--- src/rtl/pipe_latch_skid.sv ---
// rtl/pipe_latch_skid.sv - pipeline-stage register for PC/instruction with valid/ready, flush and optional skid entry
// Ports:
//   clk        : clock, rising edge
//   rst        : asynchronous active-high reset
//   in_valid   : upstream entry valid
//   in_ready   : stage can accept an entry this cycle
//   in_pc      : upstream PC
//   in_instr   : upstream instruction
//   flush      : synchronous kill of all held entries (bubble insertion)
//   out_valid  : out_pc/out_instr hold a valid entry
//   out_ready  : downstream accepts the entry this cycle
//   out_pc     : held PC
//   out_instr  : held instruction
//   drop_cnt   : saturating count of valid entries discarded by flush
module pipe_latch_skid #(
  parameter int unsigned         PC_W      = 7,
  parameter int unsigned         INSTR_W   = 32,
  parameter logic [INSTR_W-1:0]  NOP_INSTR = '0,
  parameter int                  SKID      = 1,
  parameter int unsigned         CNT_W     = 8
) (
  input  logic               clk,
  input  logic               rst,
  input  logic               in_valid,
  output logic               in_ready,
  input  logic [PC_W-1:0]    in_pc,
  input  logic [INSTR_W-1:0] in_instr,
  input  logic               flush,
  output logic               out_valid,
  input  logic               out_ready,
  output logic [PC_W-1:0]    out_pc,
  output logic [INSTR_W-1:0] out_instr,
  output logic [CNT_W-1:0]   drop_cnt
);

  typedef enum logic [1:0] {
    S_EMPTY = 2'd0,
    S_ONE   = 2'd1,
    S_TWO   = 2'd2
  } state_t;

  localparam logic [CNT_W-1:0] CNT_MAX = '1;

  state_t              r_state;
  logic [PC_W-1:0]     r_main_pc;
  logic [INSTR_W-1:0]  r_main_instr;
  logic [PC_W-1:0]     r_skid_pc;
  logic [INSTR_W-1:0]  r_skid_instr;
  logic                r_out_valid;
  logic                r_in_ready;
  logic [CNT_W-1:0]    r_drop_cnt;

  logic                w_in_ready;
  logic                w_accept;
  logic                w_issue;
  logic [1:0]          w_held;
  logic [1:0]          w_drop_n;
  logic [CNT_W:0]      w_cnt_sum;
  logic [CNT_W-1:0]    w_cnt_sat;

  // With the skid slot, in_ready comes straight from a flop so out_ready never
  // reaches upstream combinationally; without it, ready is the classic
  // "empty or draining" equation.
  if (SKID != 0) begin : g_skid
    assign w_in_ready = r_in_ready;
  end else begin : g_noskid
    assign w_in_ready = ~r_out_valid | out_ready;
  end

  assign w_accept = in_valid & w_in_ready;
  assign w_issue  = r_out_valid & out_ready;

  // Entries killed by a flush: everything held, except one that downstream
  // takes on the same edge (an issue implies at least one entry is held).
  assign w_held    = (r_state == S_TWO) ? 2'd2 :
                     (r_state == S_ONE) ? 2'd1 : 2'd0;
  assign w_drop_n  = w_held - {1'b0, w_issue};
  assign w_cnt_sum = {1'b0, r_drop_cnt} + (CNT_W+1)'(w_drop_n);
  assign w_cnt_sat = w_cnt_sum[CNT_W] ? CNT_MAX : w_cnt_sum[CNT_W-1:0];

  always_ff @(posedge clk or posedge rst) begin
    if (rst) begin
      r_state      <= S_EMPTY;
      r_main_pc    <= '0;
      r_main_instr <= NOP_INSTR;
      r_skid_pc    <= '0;
      r_skid_instr <= NOP_INSTR;
      r_out_valid  <= 1'b0;
      r_in_ready   <= 1'b1;
      r_drop_cnt   <= '0;
    end else if (flush) begin
      // Flush beats accept and issue; the input of this cycle is dropped.
      r_state      <= S_EMPTY;
      r_main_pc    <= '0;
      r_main_instr <= NOP_INSTR;
      r_out_valid  <= 1'b0;
      r_in_ready   <= 1'b1;
      r_drop_cnt   <= w_cnt_sat;
    end else begin
      case (r_state)
        S_EMPTY: begin
          if (w_accept) begin
            r_main_pc    <= in_pc;
            r_main_instr <= in_instr;
            r_state      <= S_ONE;
            r_out_valid  <= 1'b1;
          end
        end
        S_ONE: begin
          if (w_accept && w_issue) begin
            r_main_pc    <= in_pc;
            r_main_instr <= in_instr;
          end else if (w_accept) begin
            // Downstream stalled: park the new entry behind the main slot.
            r_skid_pc    <= in_pc;
            r_skid_instr <= in_instr;
            r_state      <= S_TWO;
            r_in_ready   <= 1'b0;
          end else if (w_issue) begin
            // Payload keeps its last value while out_valid drops.
            r_state      <= S_EMPTY;
            r_out_valid  <= 1'b0;
          end
        end
        S_TWO: begin
          if (w_issue) begin
            r_main_pc    <= r_skid_pc;
            r_main_instr <= r_skid_instr;
            r_state      <= S_ONE;
            r_in_ready   <= 1'b1;
          end
        end
        default: begin
          r_state     <= S_EMPTY;
          r_out_valid <= 1'b0;
          r_in_ready  <= 1'b1;
        end
      endcase
    end
  end

  assign in_ready  = w_in_ready;
  assign out_valid = r_out_valid;
  assign out_pc    = r_main_pc;
  assign out_instr = r_main_instr;
  assign drop_cnt  = r_drop_cnt;

endmodule

--- config.mk ---
export PLATFORM = sky130hd
export DESIGN_NAME = pipe_latch_skid
export DESIGN_NICKNAME = d
export VERILOG_FILES = /design/src/rtl/pipe_latch_skid.sv
export SDC_FILE = /design/constraint.sdc
export NUM_CORES = 1
export LEC_CHECK = 0
export CAP_MARGIN = 5
export CORE_MARGIN = 2
export CORE_UTILIZATION = 40
export CTS_BUF_LIST = sky130_fd_sc_hd__clkbuf_8
export CTS_CLUSTER_DIAMETER = 60
export DETAILED_ROUTE_END_ITERATION = 6
export PLACE_DENSITY = 0.72
export SETUP_SLACK_MARGIN = 0.1
export SYNTH_ARGS = -nofsm -noshare
export SYNTH_HDL_FRONTEND = slang
export SYNTH_SLANG_ARGS = --single-unit
--- constraint.sdc ---
create_clock -name clk -period 6.47 [get_ports clk]
set_clock_uncertainty 0.15 [all_clocks]
set_input_delay 1.294 -clock clk [delete_from_list [all_inputs] [get_ports clk]]
set_output_delay 1.294 -clock clk [all_outputs]
set_load 0.05 [all_outputs]
==> results of run 1 <==
[final timing paths]
path	cells after the start	slack, ns	endpoint	startpoint
max in group asynchronous	3	3.86	in_ready	rst
min in group asynchronous	2	1.26	r_skid_instr[5]	rst
min reg2reg	1	0.36	r_skid_instr[16]	r_skid_instr[16]
min	1	0.36	r_skid_instr[16]	r_skid_instr[16]
max reg2reg	4	3.42	out_pc[3]	r_state[1]
max	11	2.51	drop_cnt[3]	out_ready
[metrics by stage]
step / hold slack [ns] / utilization (%) / setup WS, ns / instances
floorplan: 0.329 / - / 2.69 / 353
global placement: 0.336 / 49.5 / 2.11 / 550
detailed placement: 0.342 / 49.5 / 1.94 / 550
CTS: 0.363 / 51.4 / 2.31 / 566
global route: 0.373 / 51.7 / 2.38 / 567
finish: 0.360 / 51.7 / 2.51 / 567
[flip-flops by register name, summed over array words and instances (netlist names)]
name          count
r_skid_pc         7
r_state           2
out_instr        32
r_skid_instr     32
out_valid         1
in_ready          1
drop_cnt          8
out_pc            7
[worst max-delay path, cell delays in order]
cell and delay, ns:
clkdlybuf4s50_1 0.52, and2_1 0.14, buf_4 0.37, inv_1 0.15, ha_1 0.31, inv_1 0.05
ha_1 0.20, fa_1 0.47, nand2_1 0.17, o31ai_1 0.08, mux2_2 0.27
[power groups by stage]
stage          registers [mW]  clock network, mW  logic, mW
6_report                0.868              0.394      0.773
3_5_place_dp            0.878                  0      0.770
2_1_floorplan            1.05                  0      0.345
3_3_place_gp            0.866                  0      0.745
5_1_grt                 0.891              0.428      0.824
4_1_cts                 0.868              0.400      0.771
[kinds of logic after synthesis]
family / Yosys count / synth area share [%]
mux: 85 / 21.3
xor+xnor: 1 / 0.198
simple gates: 27 / 3.93
buf+inv: 46 / 4.69
fa+ha+maj: 5 / 1.58
flops: 90 / 50.9
compound gates: 99 / 17.4
[metal layers]
metal / track usage, % / wire length [um] / vias to the layer above
met4: 7.32 / 233 / 0
met3: 2.75 / 457 / 20
met1: 24.2 / 4680 / 1626
li1: - / - / 1506
met2: 28.7 / 5070 / 95
met5: 0 / 0 / -
[cells in the mapped netlist (2+ instances only)]
master	n
nand3_1	5
a211o_1	3
o21bai_1	2
ha_1	4
a31oi_1	2
a21oi_1	5
nand2_1	5
inv_1	6
a211oi_1	39
nand4_1	3
buf_2	10
and2_1	2
mux2_2	34
buf_6	3
o21ai_0	4
mux2_4	10
dfrtp_1	89
a2111oi_0	39
clkbuf_1	26
or2_2	2
nand2b_1	2
mux2i_1	41
[placed cells by master, fill, tap and decap left out, types with 2 or more instances in the layout]
master and n:
clkinv_2 2, mux2_2 34, inv_1 5, ha_1 4, and2_1 2, a211o_1 3
or2_2 2, a31oi_1 2, mux2_4 10, nand3_1 5, clkdlybuf4s50_1 91, o21ai_0 4
buf_4 4, dfrtp_1 89, clkinvlp_4 2, a211oi_1 39, a2111oi_0 39, mux2i_1 41
o21bai_1 2, nand2_1 5, nand4_1 3, clkbuf_8 9, inv_6 3, a21oi_1 5
[layout make-up]
class | instances | area share [%]
Tap cell | 140 | 3.13
Clock inverter | 7 | 1.36
Multi-Input combinational cell | 217 | 35.2
Sequential cell | 90 | 40.2
Timing Repair Buffer | 97 | 17.4
Clock buffer | 9 | 2.21
Inverter | 7 | 0.492
==> impl_metrics.toml, run 1 <==
[power]
power_switching_mw = 0.770
power_frac_seq_pct = 42.6
intPower_mw = 1.27
pwr-share-comb_pct = 38.0
p_total_mw = 2.04
pwr-share-clk_pct = 19.4
switching_share_pct = 37.8
leakage_nw = 2.52
power_density_nw_per_um2 = 364
ir_drop_v = 0.000198

[yosys]
netlist.area_leader.share_pct = 50.3
ys_async_sr_fraction_pct = 100
ys_seq_elements = 90
syn_area_um2 = 4430
synth-edff-count = 0
synth_cells = 353
synth_cell_type_count = 39
synth_nets = 402
yosysWarnings = 0
avgSynthCellArea_um2 = 12.5
yosys-top-cells-area = "dfrtp_1 (50%), mux2i_1 (9.3%), mux2_2 (8.6%), a2111oi_0 (7.7%), a211oi_1 (6.6%)"
ys_dominant_reg_cell = "dfrtp_1"
yosysSeqAreaShare_pct = 50.9
yosys.area.top_type = "dfrtp_1"

[place]
dpl.hpwl_um = 6620
dpl_cell_area_um2 = 5370
io_buffers = 92
finalWeightedCongestion = 0.740

[die]
row_count = 38
die_h_um = 109
coreArea_um2 = 10800
dieArea_um2 = 11900
num_io_pins = 93
dieWidth_um = 109
start_util_pct = 40.8

[setup_path]
cp_max_fo = 45
worstPathRequired_ns = 6.56
worstSetupPathType = "input pin to register"
startpoint_type = "input pin"
worstPathArrival_ns = 4.05
endpoint_kind = "register"

[clocking]
h-tree-depth = 3
cts_sinks = 90
cts_setup_buffers = 0
cts_resized = 0
cts_tree = "done"
root_buffer = "clkbuf_8"
postCtsHoldBufs = 0
cts_buffers = 9
clk_latency_ns = 0.35
clk_path_buf_depth = 2
clkTransAtPathRegs_ns = 0.09

[route]
first_pass_iters = 4
wl_um = 10400
wl_per_cell_um = 18.4
drtIter0Drc = 176
viasPerCell = 5.73
remaining_drc_errors = 0
postRouteAntennaNets = 0
via_count = 3247

[final_layout]
multi_input_area_um2 = 1970
diodes = 0
nFillCells = 984
area_growth_pct = 26.4
layout.nets = 471
design_area_um2 = 5600
drive_gt1_share_pct = 17.6
seq_area_um2 = 2250

[timing]
rsz0062_at_grt = "no"
period_share_pct = 61.3
fmax_ghz = 0.252
fin_setup_tns_ns = 0
min_period_ns = 3.96
worst_pin_slew_ns = 1.30
setup_viol = 0
slew_headroom_pct = 13.2
hold_viol_final = 0
drv_slew = 0

[worst_hold_path]
min_path_type = "register to register"

[run_status]
status = "finished clean"

[grt]
grt_pass1_vias = 3330
track_usage_pct = 17.9
grt_max_degree = 53
overflow = 0
grt_pass1_wl_um = 16700
antenna_found_initial = 0

[run]
cap_violations = 0
No activity file was read; power rests on OpenSTA's default activity.
==> run 2, diff against run 1 <==
==> constraint.sdc (replaced) <==
create_clock -name clk -period 4.1 [get_ports clk]
set_clock_uncertainty 0.15 [all_clocks]
set_input_delay 0.82 -clock clk [delete_from_list [all_inputs] [get_ports clk]]
set_output_delay 0.82 -clock clk [all_outputs]
set_load 0.05 [all_outputs]
==> run 2 against run 1 <==
  * Combinational power increased by 58%
  * Cell count increased by 0.18%
  * Sequential power increased by 58%
  * Register-to-register slack got worse by 1.8 ns
  * Flip-flop and latch count unchanged
  * Die area unchanged
  * Largest cell class unchanged
  * Largest power group unchanged
  * Highest routed layer unchanged
==> impl_metrics.toml, run 2 (synthesis results as in run 1) <==
[clocking]
cts_buffers = 9
h-tree-depth = 3
clk_latency_ns = 0.34
clk_path_buf_depth = 2
cts_setup_buffers = 0
root_buffer = "clkbuf_8"
cts_sinks = 90
postCtsHoldBufs = 0
clkTransAtPathRegs_ns = 0.09
cts_resized = 0
cts_tree = "done"

[setup_path]
crit_family = "adder cells"
critPathBufInv = 3
cp_max_fo = 5
worstPathRequired_ns = 4.19
reg2reg_from = "out_valid"
worstPathArrival_ns = 3.14
slowest_delay_ns = 0.51
startpoint_type = "input pin"
crit_path_top_delay_cell = "clkdlybuf4s50_1"
endpoint_kind = "register"
cp-startpoint = "out_ready"
crit_path_cell_trace = "clkdlybuf4s50_1, and2_1, inv_1, ha_1, inv_1, ha_1, fa_1, nand2_1, o21ai_0, mux2_2"
worstSetupPathType = "input pin to register"

[grt]
overflow = 0
grt_pass1_wl_um = 16900
met2_usage_pct = 27.7
top_usage_layer = "met2"
grt_max_degree = 91
grt_use_met3_pct = 3.53
track_usage_pct = 18.3
grt_pass1_vias = 3290
grt_util_met1_pct = 26.2
antenna_found_initial = 0

[place]
dpl.hpwl_um = 6310
dp.cells = 554
io_buffers = 92
finalWeightedCongestion = 0.819

[timing]
hold_ws_ns = 0.357
hold_viol_final = 0
fin_setup_tns_ns = 0
slew_headroom_pct = 53.1
drv_slew = 0
fmax_ghz = 0.328
rsz0062_at_grt = "no"
setup_viol = 0
min_period_ns = 3.05
period_share_pct = 74.3
worst_pin_slew_ns = 0.704

[final_layout]
nFillCells = 968
layout.nets = 474
drive_gt1_share_pct = 17.3
fin_cells = 568
multi_input_area_um2 = 1970
final_util_pct = 51.7
diodes = 0
seq_area_um2 = 2250
area_growth_pct = 26.5
layout_commonest_cell = "clkdlybuf4s50_1"
final_cell_mix = "clkdlybuf4s50_1 (91), dfrtp_1 (89), mux2i_1 (41)"

[worst_hold_path]
min_path_type = "register to register"
min-delay-start = "r_skid_instr[12]"

[route]
postRouteAntennaNets = 0
via_count = 3290
drtIter0Drc = 156
remaining_drc_errors = 0
wl_um = 10400
wl_per_cell_um = 18.3
first_pass_iters = 4
viasPerCell = 5.79

[die]
row_count = 38
num_io_pins = 93
die_h_um = 109
dieArea_um2 = 11900
coreArea_um2 = 10800
start_util_pct = 40.8
dieWidth_um = 109

[power]
leakage_nw = 2.53
ir_drop_v = 0.000290
power_density_nw_per_um2 = 562

[run_status]
status = "finished clean"

[run]
cap_violations = 0
-- run 2: changes by cell type in the layout (fill, tap and decap cells not counted) --
cell	previous run	this run
buf_12	0	2
buf_16	1	0
buf_4	4	6
clkinvlp_4	2	1
inv_1	5	7
inv_6	3	0
-- run 2: worst paths after layout --
check	end	slack, ns	cells past startpoint
worst max-delay path	drop_cnt[5]	1.05	10
max in group asynchronous	in_ready	2.66	3
worst max register to register	drop_cnt[5]	1.62	9
worst min-delay path	r_skid_instr[12]	0.36	1
min in group asynchronous	r_skid_instr[5]	0.76	3
worst min register to register	r_skid_instr[12]	0.36	1
-- run 2: final cells by class --
| class | instances | share of cell area (%) |
|---|---|---|
| Clock inverter | 5 | 0.894 |
| Inverter | 7 | 0.492 |
| Multi-Input combinational cell | 217 | 35.2 |
| Sequential cell | 90 | 40.2 |
| Clock buffer | 9 | 2.21 |
| Timing Repair Buffer | 100 | 17.9 |
| Tap cell | 140 | 3.13 |
-- run 2: through the flow --
step / worst slack [ns] / area [um^2] / power, mW
after global placement: 0.793 / 5430 / 2.57
after global routing: 0.965 / 5600 / 3.33
after floorplan: 0.796 / 4430 / 2.21
final: 1.05 / 5600 / 3.15
after CTS: 1.07 / 5600 / 3.18
after detailed placement: 0.689 / 5430 / 2.61
-- run 2: report_power, final --
group	internal [mW]	switching (mW)	total [mW]
logic	0.533	0.684	1.22
registers	1.18	0.189	1.37
clock network	0.270	0.293	0.563
total	1.98	1.17	3.15
-- run 2: per-layer routing --
layer	share of wire, %	wire, um
met4	0.86	90
met1	48	4960
met3	4.3	445
met5	0	0
met2	47	4930
